`src/rtl/mem_port_arbiter.sv`:
```
// N-to-1 round-robin memory port arbiter: latches one master request and forwards it to a single slave.
// Optional slave timeout abort is compiled in with `define MEM_ARB_TIMEOUT_EN.
module mem_port_arbiter #(
  parameter int N_MASTERS      = 4,
  parameter int ADDR_W         = 16,
  parameter int DATA_W         = 256,
  parameter int TIMEOUT_CYCLES = 64
) (
  input  logic                          clk,
  input  logic                          reset_n,
  input  logic [N_MASTERS-1:0]          m_req,
  input  logic [N_MASTERS-1:0]          m_w_en,
  input  logic [N_MASTERS*ADDR_W-1:0]   m_addr,
  input  logic [N_MASTERS*DATA_W-1:0]   m_wdata,
  output logic [N_MASTERS-1:0]          m_ack,
  output logic                          m_err,
  output logic [DATA_W-1:0]             m_rdata,
  output logic                          s_req,
  output logic                          s_w_en,
  output logic [ADDR_W-1:0]             s_addr,
  output logic [DATA_W-1:0]             s_wdata,
  input  logic                          s_ack,
  input  logic [DATA_W-1:0]             s_rdata
);

  localparam int GW = $clog2(N_MASTERS);

  typedef enum logic [1:0] {IDLE, BUSY, RESP} state_t;

  state_t               state, state_next;
  logic [GW-1:0]        last_grant;
  logic [GW-1:0]        grant_idx;
  logic [GW-1:0]        pick;
  logic [GW-1:0]        idx;
  logic                 found;
  logic                 grant_now;
  logic                 finish_now;
  logic                 timeout_now;
  logic [N_MASTERS-1:0] ack_next;

  // Round-robin search starting one past the last granted channel.
  always_comb begin
    found = 1'b0;
    pick  = '0;
    idx   = '0;
    for (int k = 1; k <= N_MASTERS; k++) begin
      idx = GW'((int'(last_grant) + k) % N_MASTERS);
      if (!found && m_req[idx]) begin
        found = 1'b1;
        pick  = idx;
      end
    end
  end

`ifdef MEM_ARB_TIMEOUT_EN
  localparam int CW = $clog2(TIMEOUT_CYCLES + 1);

  logic [CW-1:0] wait_cnt;

  always_ff @(posedge clk or negedge reset_n) begin
    if (!reset_n) begin
      wait_cnt <= '0;
    end else if (grant_now) begin
      wait_cnt <= '0;
    end else if (state == BUSY && !s_ack) begin
      wait_cnt <= wait_cnt + 1'b1;
    end
  end

  // The count reaches TIMEOUT_CYCLES on this BUSY cycle; a same-cycle s_ack still wins.
  assign timeout_now = (state == BUSY) && !s_ack && (wait_cnt == CW'(TIMEOUT_CYCLES - 1));
`else
  // No abort path: BUSY waits for s_ack indefinitely.
  assign timeout_now = (TIMEOUT_CYCLES < 1) && 1'b0;
`endif

  always_comb begin
    state_next = state;
    grant_now  = 1'b0;
    finish_now = 1'b0;
    case (state)
      IDLE: begin
        if (found) begin
          state_next = BUSY;
          grant_now  = 1'b1;
        end
      end
      BUSY: begin
        if (s_ack || timeout_now) begin
          state_next = RESP;
          finish_now = 1'b1;
        end
      end
      RESP:    state_next = IDLE;
      default: state_next = IDLE;
    endcase
  end

  always_comb begin
    ack_next = '0;
    if (finish_now) ack_next[grant_idx] = 1'b1;
  end

  always_ff @(posedge clk or negedge reset_n) begin
    if (!reset_n) begin
      state      <= IDLE;
      last_grant <= GW'(N_MASTERS - 1);
      grant_idx  <= '0;
      s_req      <= 1'b0;
      s_w_en     <= 1'b0;
      s_addr     <= '0;
      s_wdata    <= '0;
      m_ack      <= '0;
      m_err      <= 1'b0;
      m_rdata    <= '0;
    end else begin
      state <= state_next;
      m_ack <= ack_next;
      m_err <= finish_now && timeout_now;
      if (grant_now) begin
        grant_idx  <= pick;
        last_grant <= pick;
        s_req      <= 1'b1;
        s_w_en     <= m_w_en[pick];
        s_addr     <= m_addr[pick*ADDR_W +: ADDR_W];
        s_wdata    <= m_wdata[pick*DATA_W +: DATA_W];
      end
      if (finish_now) begin
        s_req <= 1'b0;
      end
      // Read data is only captured on a real completion of a read.
      if (finish_now && s_ack && !s_w_en) begin
        m_rdata <= s_rdata;
      end
    end
  end

endmodule

```
`config.mk`:
```
export PLATFORM = sky130hd
export DESIGN_NAME = mem_port_arbiter
export DESIGN_NICKNAME = d
export VERILOG_FILES = /design/src/rtl/mem_port_arbiter.sv
export SDC_FILE = /design/constraint.sdc
export NUM_CORES = 1
export LEC_CHECK = 0
export CAP_MARGIN = 40
export CORE_AREA = 4 4 734 736
export CTS_CLUSTER_DIAMETER = 30
export DETAILED_ROUTE_END_ITERATION = 8
export DIE_AREA = 0 0 738 740
export DONT_BUFFER_PORTS = 1
export GPL_TIMING_DRIVEN = 0
export SYNTH_ARGS = -nofsm -noshare
export SYNTH_HDL_FRONTEND = slang
export SYNTH_SLANG_ARGS = --single-unit
```
`constraint.sdc`:
```
create_clock -name clk -period 2.01 [get_ports clk]
set_input_delay 0.1005 -clock clk [delete_from_list [all_inputs] [get_ports clk]]
set_output_delay 0.1005 -clock clk [all_outputs]
set_load 0.05 [all_outputs]
```
==> out/summary.txt <==
Status -> finished with violations
Violated checks -> negative hold slack, negative setup slack
Peak VDD IR -> 1.995 mV
Vias per inst -> 3.031
Share of layout cells above drive strength 1 -> 36.03%
Hold crit path type -> in2async
Post-synth ARST share -> 100.0%
Post-synth EDFFs -> 0
Fillcell total -> 58620
CP Cell Sequence -> nand2b_4 > o21ai_4 > a221oi_4 > buf_12 > buf_12 > buf_16 > buf_12 > buf_4 > buf_12 > buf_16 > mux2i_4 > o221ai_2
Port-buffer cells -> 0
Cell Area, Synth -> 0.02914 mm2
Area leader, netlist -> dfrtp_1
Part of the power in combinational logic -> 45.5%
CP peak stage delay -> 0.55 ns
Placed Instances -> 9290
Total global routing track utilization -> 15.20%
Kind of critical path -> reg2reg
Top FF cell, synth -> dfrtp_1
Routed wl met3 -> 65400 um
Clk slew on worst S/H paths -> 0.05 ns
Slowest cell on the critical path -> dfstp_2
Fin crit period -> 2.787 ns
Post-Synthesis Net Count -> 3461
Vias in the first global route -> 36350
Synth Area in XOR/XNOR -> 0%
Synth Instances -> 2106
Highest routed layer -> met5
Root Buffer -> clkbuf_16
DIE AREA -> 0.5461 mm2
Worst R2R Setup Slack -> -0.78 ns
Largest cells by area after synthesis -> dfrtp_1 46%, mux2i_1 19%, o221ai_2 14%
Nets -> 5815
Clock latency on the worst-skew pair -> 0.84 ns
CTS tree -> yes
Pre-Repair DR Iteration Count -> 5
Yosys cell types -> 34
Path depth of the worst reg2reg path -> 12
Yosys reg bits -> 540
Synth top cells by count -> 546 x mux2i_1, 538 x dfrtp_1, 279 x nand2_1
Post-synthesis mux area share -> 28.65%
Final std cells w/o fill -> 11810
Max-Cap Viols -> 0
RR Endpoint -> s_wdata[11]$_DFFE_PN0P_
Pleak -> 26.91 nW
Pin count of the biggest net entering global routing -> 541
Die span in x -> 738 um
Final worst path period share -> 138.7%
Max_slew headroom -> 0.03803%
Die Span Y -> 740 um
Pint -> 0.06406 W
Detailed placement HPWL -> 365400 um
Least-Margin Pin Slew -> 1.499 ns
Net Sw Power -> 0.06866 W
Crit path arrival time -> 3.43 ns
CP Buf/Inv Count -> 7
Max Root-Sink Buffers -> 4
Avg Synthesized Cell Area -> 13.84 um2
Warnings, synthesis -> 0
H-tree levels -> 4
Synth Area in Compound Gates -> 14.33%
Worst Hold Margin -> -0.5929 ns
Final hold violation count -> 251
CP endpoint kind -> flip-flop
RSZ-0062 raised after global routing -> true
GP Congestion -> 1.178
First-pass GRT wire length -> 513000 um
Post-synthesis sequential area ratio -> 46.38%
Area after DPL -> 0.04174 mm2
DR WL met2 -> 179900 um
Overall Power -> 0.1327 W
Clock share of power -> 21.4%
Clock sink count -> 540
# DRC -> 0
1st-iter DRT viols -> 3689
Worst Skew -> 0.07909 ns
Core ar. -> 0.5318 mm2
Final ANT Viol Nets -> 0
Antenna violations before repair -> 407
Design area -> 0.07359 mm2
WP data required -> 2.65 ns
Total Wirelength -> 442000 um
Avg WL per Cell -> 37.41 um
Setup total negative slack -> -246.33 ns
Top-count cell post-synth -> mux2i_1
Vias -> 35810
Cell mode on critical path -> buf_12
Rows -> 268
TritonCTS Buffers -> 165
F_max -> 358.8 MHz
Switch share -> 51.73%
Post-synth top area share -> 46.20%
Number of I/O pins -> 1890
Total gr overflow -> 0
Final Max Tran Viols -> 0
Starting density of the core -> 5.479%
Reg-to-reg startpoint -> last_grant[0]$_DFFE_PN1P_
CP top delay family -> buffers and inverters
Setup WS post-layout -> -0.7773 ns
Reg power frac -> 33.1%
Final setup fails -> 529
M1 WL -> 161400 um
Area Growth Syn to Fin -> 152.5%
Largest family of logic cells by synthesized area -> multiplexers
Synth Area in Adders -> 0%
Cell Pwr Density -> 1804 mW/mm2
Post-synthesis simple-gate area fraction -> 3.989%
Peak fanout along the critical path -> 6
Crit path launch type -> flip-flop
[power by group through the flow]
stage | sequential (W) | combinational, W | clock [W]
after floorplan | 0.0376 | 0.0177 | 0
after global placement | 0.0519 | 0.0259 | 0
after detailed placement | 0.0445 | 0.0414 | 0
after CTS | 0.0445 | 0.0533 | 0.0288
after global routing | 0.0437 | 0.0628 | 0.0294
final | 0.0439 | 0.0604 | 0.0284
[registers in the layout, indices dropped and copies added, names as in the netlist]
signal	flops
s_req	1
s_addr	16
m_ack	4
m_rdata	256
last_grant	2
grant_idx	2
s_wdata	256
s_w_en	1
state	2
[routing by layer]
metal	global-route usage (%)	vias to the layer above
met4	9.257	126
li1	-	13090
met3	9.696	1456
met1	16.43	17460
met5	0	-
met2	22.11	3683
[layout make-up]
type | count | area, um2 | share of cell area, %
Timing Repair Buffer | 2192 | 25580 | 34.76
Multi-Input combinational cell | 1383 | 17180 | 23.35
Sequential cell | 540 | 13520 | 18.37
Tap cell | 7020 | 8783 | 11.94
Clock buffer | 216 | 4601 | 6.252
Buffer | 175 | 2083 | 2.831
Clock inverter | 81 | 1326 | 1.802
Antenna cell | 203 | 508.0 | 0.6903
Inverter | 3 | 11.26 | 0.01530
[cells by family after synthesis]
group,Yosys count
compound gates,283
buf+inv,183
flops,540
mux,802
other cells,1
simple gates,297
[per-stage QoR]
stage | setup WS (ns) | util, %
floorplan | 0.1049 | -
global placement | -2.612 | 7.131
detailed placement | -1.285 | 7.848
CTS | -0.7486 | 13.21
global route | -0.8165 | 13.80
finish | -0.7773 | 13.84
[what timing repair did]
| action | 4_1_cts | 5_1_grt |
|---|---|---|
| endpoints found under the setup margin | 538 | 529 |
| hold buffers | 1829 | 3 |
| cloned | 14 | 17 |
| pin swaps | 51 | 48 |
| setup buffers | 97 | 46 |
| endpoints found under the hold margin | 1079 | 252 |
| gates resized for setup | 471 | 259 |
[worst register-to-register path, stage by stage, from the launching register on]
cell and delay, ns:
dfstp_2 0.55, nand2b_4 0.14, o21ai_4 0.07, a221oi_4 0.28, buf_12 0.19, buf_12 0.12, buf_16 0.13, buf_12 0.14
buf_4 0.12, buf_12 0.11, buf_16 0.15, mux2i_4 0.44, o221ai_2 0.15
[cells in the final DEF, fill, tap and decap left out, types with 23 or more instances in the layout]
cell type      netlist  layout
buf_8                0      23
clkbuf_1            29      50
bufinv_16            0      26
buf_16               0     184
o221ai_2           272     271
clkinv_2             0      23
buf_6               11      60
dfrtp_1            538     538
mux2i_1            546     217
dlygate4sd3_1        0    1832
buf_12              57      79
nand2_1            279     279
clkbuf_16            0     186
clkbuf_8             0      28
diode_2              0     203
mux2i_2              0      78
buf_4               43      99
mux2i_4              0     251
mux2_2             256     256
buf_2               30      29
[worst max-delay path by stage]
stage / startpoint / end / slack (ns) / cells after the start
after floorplan: last_grant[0]$_DFFE_PN1P_ / s_wdata[10]$_DFFE_PN0P_ / 0.10 / 8
after global placement: last_grant[0]$_DFFE_PN1P_ / s_wdata[234]$_DFFE_PN0P_ / -2.61 / 8
after detailed placement: last_grant[0]$_DFFE_PN1P_ / s_wdata[5]$_DFFE_PN0P_ / -1.29 / 8
after CTS: last_grant[0]$_DFFE_PN1P_ / s_wdata[5]$_DFFE_PN0P_ / -0.75 / 11
after global routing: last_grant[0]$_DFFE_PN1P_ / s_wdata[213]$_DFFE_PN0P_ / -0.82 / 12
final: last_grant[0]$_DFFE_PN1P_ / s_wdata[11]$_DFFE_PN0P_ / -0.78 / 12
(Power assumes the default switching activity.)
